===== src/rtl/qgate_pair_pipe.sv =====
// qgate_pair_pipe: two-stage handshaked H/X/Z/S gate engine on one amplitude pair.
// Define QGATE_SAT_EN to saturate results on narrowing instead of wrapping.
module qgate_pair_pipe #(
    parameter int WIDTH     = 32,
    parameter int FRAC      = 16,
    parameter int INV_SQRT2 = 46341,
    parameter int CNT_W     = 16
) (
    input  logic             clk,
    input  logic             rst_n,
    input  logic             in_valid,
    output logic             in_ready,
    input  logic [1:0]       gate_sel,
    input  logic [WIDTH-1:0] a0_re,
    input  logic [WIDTH-1:0] a0_im,
    input  logic [WIDTH-1:0] a1_re,
    input  logic [WIDTH-1:0] a1_im,
    output logic             out_valid,
    input  logic             out_ready,
    output logic [WIDTH-1:0] b0_re,
    output logic [WIDTH-1:0] b0_im,
    output logic [WIDTH-1:0] b1_re,
    output logic [WIDTH-1:0] b1_im,
    output logic [CNT_W-1:0] op_count
);

    localparam int PW = 2 * WIDTH + 2;

    localparam logic [1:0] G_H = 2'b00;
    localparam logic [1:0] G_X = 2'b01;
    localparam logic [1:0] G_Z = 2'b10;
    localparam logic [1:0] G_S = 2'b11;

    typedef logic signed [WIDTH:0]  ext_t;
    typedef logic signed [PW-1:0]   wide_t;

    typedef struct packed {
        ext_t re;
        ext_t im;
    } cpx_t;

    typedef struct packed {
        logic [WIDTH-1:0] re;
        logic [WIDTH-1:0] im;
    } res_t;

    localparam wide_t K_H   = wide_t'(INV_SQRT2);
    localparam wide_t RND   = wide_t'(1) <<< (FRAC - 1);
    localparam wide_t MAX_V = {{(PW-WIDTH+1){1'b0}}, {(WIDTH-1){1'b1}}};
    localparam wide_t MIN_V = ~MAX_V;

    function automatic ext_t sx(input logic [WIDTH-1:0] v);
        return {v[WIDTH-1], v};
    endfunction

    function automatic logic [WIDTH-1:0] narrow(input wide_t v);
`ifdef QGATE_SAT_EN
        if (v > MAX_V) begin
            return MAX_V[WIDTH-1:0];
        end else if (v < MIN_V) begin
            return MIN_V[WIDTH-1:0];
        end else begin
            return v[WIDTH-1:0];
        end
`else
        return v[WIDTH-1:0];
`endif
    endfunction

    // H scales by 1/sqrt(2) with round-half-up; other gates pass through.
    function automatic logic [WIDTH-1:0] fin(input ext_t s, input logic h);
        wide_t x;
        x = wide_t'(s);
        if (h) begin
            x = (x * K_H + RND) >>> FRAC;
        end
        return narrow(x);
    endfunction

    logic             en;
    logic             acc;

    logic             v1_q, v1_d;
    logic             h1_q, h1_d;
    cpx_t             s0_q, s0_d;
    cpx_t             s1_q, s1_d;

    logic             v2_q, v2_d;
    res_t             r0_q, r0_d;
    res_t             r1_q, r1_d;

    logic [CNT_W-1:0] cnt_q, cnt_d;

    cpx_t             a0_x;
    cpx_t             a1_x;

    assign en       = ~v2_q | out_ready;
    assign in_ready = en & rst_n;
    assign acc      = in_valid & in_ready;

    assign a0_x.re = sx(a0_re);
    assign a0_x.im = sx(a0_im);
    assign a1_x.re = sx(a1_re);
    assign a1_x.im = sx(a1_im);

    always_comb begin
        v1_d = v1_q;
        h1_d = h1_q;
        s0_d = s0_q;
        s1_d = s1_q;
        if (en) begin
            v1_d = acc;
            if (acc) begin
                h1_d = (gate_sel == G_H);
                unique case (gate_sel)
                    G_H: begin
                        s0_d.re = a0_x.re + a1_x.re;
                        s0_d.im = a0_x.im + a1_x.im;
                        s1_d.re = a0_x.re - a1_x.re;
                        s1_d.im = a0_x.im - a1_x.im;
                    end
                    G_X: begin
                        s0_d = a1_x;
                        s1_d = a0_x;
                    end
                    G_Z: begin
                        s0_d    = a0_x;
                        s1_d.re = -a1_x.re;
                        s1_d.im = -a1_x.im;
                    end
                    G_S: begin
                        s0_d    = a0_x;
                        s1_d.re = -a1_x.im;
                        s1_d.im = a1_x.re;
                    end
                endcase
            end
        end
    end

    always_comb begin
        v2_d = v2_q;
        r0_d = r0_q;
        r1_d = r1_q;
        if (en) begin
            v2_d = v1_q;
            if (v1_q) begin
                r0_d.re = fin(s0_q.re, h1_q);
                r0_d.im = fin(s0_q.im, h1_q);
                r1_d.re = fin(s1_q.re, h1_q);
                r1_d.im = fin(s1_q.im, h1_q);
            end
        end
    end

    always_comb begin
        cnt_d = cnt_q + CNT_W'(v2_q & out_ready);
    end

    always_ff @(posedge clk) begin
        if (!rst_n) begin
            v1_q  <= 1'b0;
            h1_q  <= 1'b0;
            s0_q  <= '0;
            s1_q  <= '0;
            v2_q  <= 1'b0;
            r0_q  <= '0;
            r1_q  <= '0;
            cnt_q <= '0;
        end else begin
            v1_q  <= v1_d;
            h1_q  <= h1_d;
            s0_q  <= s0_d;
            s1_q  <= s1_d;
            v2_q  <= v2_d;
            r0_q  <= r0_d;
            r1_q  <= r1_d;
            cnt_q <= cnt_d;
        end
    end

    assign out_valid = v2_q;
    assign b0_re     = r0_q.re;
    assign b0_im     = r0_q.im;
    assign b1_re     = r1_q.re;
    assign b1_im     = r1_q.im;
    assign op_count  = cnt_q;

endmodule

===== config.mk =====
export PLATFORM = sky130hd
export DESIGN_NAME = qgate_pair_pipe
export DESIGN_NICKNAME = d
export VERILOG_FILES = /design/src/rtl/qgate_pair_pipe.sv
export SDC_FILE = /design/constraint.sdc
export NUM_CORES = 2
export LEC_CHECK = 0
export ABC_AREA = 1
export CAP_MARGIN = 20
export CELL_PAD_IN_SITES_DETAIL_PLACEMENT = 1
export CELL_PAD_IN_SITES_GLOBAL_PLACEMENT = 1
export CORE_ASPECT_RATIO = 1.75
export CORE_MARGIN = 10
export CORE_UTILIZATION = 45
export DETAILED_ROUTE_END_ITERATION = 12
export PLACE_DENSITY = 0.91
export SLEW_MARGIN = 20
export SYNTH_ARGS = -nofsm -noshare
export SYNTH_HDL_FRONTEND = slang
export SYNTH_SLANG_ARGS = --single-unit

===== constraint.sdc =====
create_clock -name clk -period 6 [get_ports clk]
set_input_delay 1.2 -clock clk [delete_from_list [all_inputs] [get_ports clk]]
set_output_delay 1.2 -clock clk [all_outputs]
set_load 0.02 [all_outputs]

# Yosys cells after proc, flatten, opt, wreduce, memory -nomap -nowiden
# Cells that the tools add are included.
[classes]
n_addsub = 11
n_mul = 4
div_mod_pow = 0
n_lt_le_gt_ge = 0
eq_ne = 3
shift = 0
muxes = 6
n_bitwise = 5
reduce_logical = 4
[op_table]
columns = ["operator", "n"]
rows = [
  ["one-hot mux 66 bit (4 select lines)", 1],
  ["one-hot mux 66 bit (3 select lines)", 1],
  ["adder 48 x 17 -> 48 bit (second input constant)", 4],
  ["multiplier 33 x 17 -> 48 bit (second input constant)", 4],
  ["2-to-1 mux 32 bit", 4],
  ["adder 32 x 32 -> 33 bit", 2],
  ["negation 32 -> 33 bit", 2],
  ["subtractor 32 x 32 -> 33 bit", 2],
  ["adder 16 x 1 -> 16 bit", 1],
  ["equality test 2 bit (second input constant)", 2],
  ["AND reduction 2 bit", 2],
  ["bitwise AND 1 bit", 3],
  ["equality test 2 x 1 -> 1 bit (second input constant)", 1],
  ["logical NOT 2 bit", 1],
  ["OR reduction 2 bit", 1],
  ["inverter 1 bit", 1],
  ["bitwise OR 1 bit", 1],
]
[word_totals]
register_bits = 279
latch_bits = 0
ramBits = 0
mem_bits_ro = 0
inputBits = 134
output_inout_bits = 146
elab_cells = 45
n_memories = 0

# Longest topological paths before layout
[logic_depth]
ltp_word = 5
depth_mapped = 25
depth_no_buf = 25

# Least setup slack after synthesis
# OpenSTA, ideal clock, no wires.
[synth_timing]
path_type = "register to register"
start = "register s0_q[32] (netlist bit)"
end = "register r0_q, in the netlist b0_im[31]"
setup_time_ps = 132
arrival_ps = 4985
t_required_ps = 5868
slack_ps = 883
path_stages_with_launch = 22
n_path_buf = 0
synth_period_minus_slack_ps = 5117
cell_sequence = "dfxtp_1 > ha_1 > inv_1 > fa_1 > fa_1 > fa_1 > fa_1 > inv_1 > fa_1 > inv_1 > ha_1 > nand2_1 > inv_1 > nand2_1 > nor2_1 > nand2_1 > nor2_1 > nand2_1 > nand4_1 > nand3_1 > nand2_1 > a21oi_1"
[synth_via]
elab_chain_len = 3
[synth_rtl]
columns = ["element", "line", "rtl"]
rows = [
  ["start, declared", "85", "cpx_t s0_q, s0_d;"],
  ["start signal, assigned", "164", "s0_q <= '0;"],
  ["start signal, assigned", "173", "s0_q <= s0_d;"],
  ["multiplier 33 x 17 -> 48 bit", "75", "x = (x * K_H + RND) >>> FRAC;"],
  ["adder 48 x 17 -> 48 bit", "75", ""],
  ["2-to-1 mux 32 bit", "74", "if (h) begin"],
  ["end signal, assigned", "176", "r0_q <= r0_d;"],
  ["end, declared", "89", "res_t r0_q, r0_d;"],
]
# No other way between the ends.
# A chain may end at the register's enable or synchronous reset.

# Worst setup path in the final report
[layout_timing]
start = "register s0_q[9] (netlist bit)"
end = "register r0_q, in the netlist b0_im[7]"
# Same word-level chain as after synthesis.

==> impl_metrics.py <==
metrics = {
    "global_route": {
        "grt_max_degree": 134,
        "antenna_found_initial": 86,
        "grt_pass1_vias": 76000,
        "grt_overflow_total": 0,
        "grt_first_pass_wirelength_mm": 493,
        "grt_usage": 0.421,
    },
    "power_and_ir_drop": {
        "leakage_nw": 39.7,
        "powerDensity_mw_per_mm2": 533,
        "ir_worst_vdd_mv": 0.609,
    },
    "drt": {
        "drt-total-wl_mm": 341,
        "vias_per_cell": 5.73,
        "post_drt_wl_per_cell_um": 28.7,
        "drc": 0,
        "drtPass1Iterations": 6,
        "ant_nets": 0,
        "drt-initial-drc-count": 4129,
        "vias": 68100,
    },
    "synthesis": {
        "mappedNetlistArea_mm2": 0.0643,
        "synth_compound_area_frac": 0.102,
        "synthXorXnorAreaFrac": 0.0140,
        "synth_top_family_by_area": "adder cells",
        "synth_ff_type": "dfxtp_1",
        "syn_nets": 11500,
        "synth_seq_area_share": 0.0868,
        "yosys.area.top_type": "fa_1",
        "synth-simple-area-share": 0.230,
        "synth-adder-area-share": 0.407,
        "yosysUniqueCellTypes": 55,
        "synth_mux_area_frac": 0.000467,
        "syn_inst": 9630,
        "synth_seq_cells": 279,
        "ys_async_sr_fraction": 0,
        "syn_area_per_cell_um2": 6.68,
        "synthTopCellsByArea": "fa_1 (21%), ha_1 (20%), inv_1 (15%)",
        "yosys.area.top_type_share": 0.205,
        "ys_warn_count": 0,
        "synth_edf_count": 0,
    },
    "floorplan": {
        "core_mm2": 0.142,
        "die_h_um": 520,
        "row_count": 183,
        "ios": 280,
        "start_util": 0.453,
        "fp.dieArea_mm2": 0.159,
        "die_w_um": 306,
    },
    "cells_and_area": {
        "fin_cells": 11900,
        "final_cell_mix": "inv_1 (2496), nand2_1 (2267), ha_1 (1036)",
        "drive_above_1_share": 0.0360,
        "final_common_cell": "inv_1",
        "nets": 11800,
        "areaGrowthSynthToFinish_pct": 11.5,
    },
    "place": {
        "portBuffers": 279,
        "placedCellCount": 11800,
        "hpwl_mm": 291,
        "globalplace.congestion": 1.12,
    },
    "critical_path": {
        "path_max_fanout": 7,
        "crit_path_start_kind": "register",
        "end_kind": "register",
        "crit_type": "register to register",
        "cp_data_required_time_ns": 6.52,
        "worstPathArrival_ns": 6.41,
    },
    "sta": {
        "rsz0062_at_grt": "no",
        "max_slew_margin": 0.206,
        "fmax_mhz": 170,
        "fin_crit_sh": 0.982,
        "period_needed_ns": 5.89,
        "fin_hold_ws_ns": 0.465,
        "setup_tns_ns": 0,
        "tightestPinTransition_ns": 1.18,
        "hold_violations": 0,
        "fin_skew_ns": 0.0279,
        "slew_viol_final": 0,
        "setup_viol": 0,
    },
    "cts": {
        "root_buffer": "clkbuf_16",
        "clkTransAtPathRegs_ns": 0.06,
        "numCtsBuffers": 39,
        "ctsHoldBuffers": 0,
        "clock_latency_ns": 0.70,
        "post-cts-setup-buffers": 0,
        "htree_levels": 2,
        "clock_path_buffers": 3,
        "cts_tree": "yes",
        "numClockSinks": 279,
    },
    "outcome": {
        "outcome": "completed",
    },
    "flow_run": {
        "drv_cap": 0,
    },
    "hold_path": {
        "hp-class": "register to register",
    },
}
[cells by family after synthesis]
| family | after synthesis |
|---|---|
| simple gates | 3628 |
| buf+inv | 2704 |
| fa+ha+maj | 1696 |
| compound gates | 1217 |
| flops | 279 |
| xor+xnor | 103 |
| mux | 3 |
[final timing paths]
check,from,cells past startpoint,slack (ns),endpoint
worst min register to register,b0_re[26],2,0.46,b0_re[26]
worst min-delay path,b0_re[26],2,0.46,b0_re[26]
worst max register to register,s0_q[9],21,0.11,b0_im[7]
worst max-delay path,s0_q[9],21,0.11,b0_im[7]
[registers in the layout, summed over array words and instances (netlist names)]
name	count
b0_im	32
h1_q	1
b1_re	32
op_count	16
out_valid	1
s0_q	66
b1_im	32
v1_q	1
b0_re	32
s1_q	66
[synthesized netlist by cell type (2+ instances only)]
library cell	count
nor3_1	66
buf_1	24
o211ai_1	8
o21a_1	16
o311ai_1	2
nor2_4	10
a21oi_1	667
nor4_1	14
xor2_1	89
nand4_2	2
nand4_1	69
mux2i_1	3
inv_2	26
buf_2	58
nand3_1	522
o31ai_1	9
nor2_2	14
o22ai_1	28
a22oi_1	11
o21ai_2	3
inv_1	2496
a221oi_1	26
or2_0	2
o221ai_1	3
a211oi_1	5
ha_1	1036
dfxtp_1	279
nand2_1	2270
a31oi_1	24
or2_1	4
fa_1	660
nor2_1	629
buf_4	5
o21ai_0	283
a21o_1	10
xnor2_1	14
a21boi_1	9
a21oi_2	2
o21bai_1	39
nand2_2	6
clkbuf_1	92
o21ai_1	69
nand3b_1	12
or2_2	3
[what timing repair did]
| item | 4_1_cts | 5_1_grt |
|---|---|---|
| setup endpoints to repair | 0 | 30 |
| gates resized for setup | 0 | 35 |
| hold endpoints to repair | 0 | 0 |
[power breakdown]
part	internal [mW]	switching [mW]
logic	10.7	22.6
registers	2.02	0.356
clock network	1.42	1.17
total	14.1	24.1
[critical path, cell delays in order, from the launching register on]
cell,delay (ns)
dfxtp_1,0.46
ha_1,0.36
inv_1,0.06
fa_1,0.51
inv_1,0.07
fa_1,0.57
fa_1,0.45
fa_1,0.52
inv_1,0.06
fa_1,0.48
inv_1,0.05
ha_1,0.39
nand2_1,0.16
nor2_1,0.25
inv_1,0.08
nor2_2,0.13
buf_4,0.17
nand2_1,0.06
nand3_1,0.29
xor2_1,0.13
o21ai_0,0.35
a21oi_1,0.13
[metrics by stage]
| stage | setup slack [ns] | util | area, µm² | total power, mW |
|---|---|---|---|---|
| CTS | 0.0417 | 0.503 | 71400 | 37.7 |
| finish | 0.109 | 0.505 | 71700 | 38.2 |
| global route | 0.00471 | 0.504 | 71600 | 41.7 |
| floorplan | 0.883 | - | 64300 | 23.3 |
| global placement | 0.0976 | 0.494 | 70100 | 32.9 |
| detailed placement | 0.0862 | 0.494 | 70100 | 34.8 |
[area by class of cell]
cell class	instances	area, µm²
sequential	279	5630
clock inverter	22	225
clock buffer	49	1080
multi-input combinational	6647	48500
timing repair buffer	462	4280
fill	18900	70300
inverter	2523	9480
tap	1850	2310
antenna	53	133
[metal layers]
layer / global-route usage / vias to the layer above / part of all wire
li1: - / 30200 / -
met1: 0.393 / 33400 / 0.33
met2: 0.740 / 2916 / 0.49
met3: 0.110 / 1470 / 0.069
met4: 0.394 / 52 / 0.11
met5: 0 / - / 0.00096
Note: power is estimated with default switching activity, not from simulation.
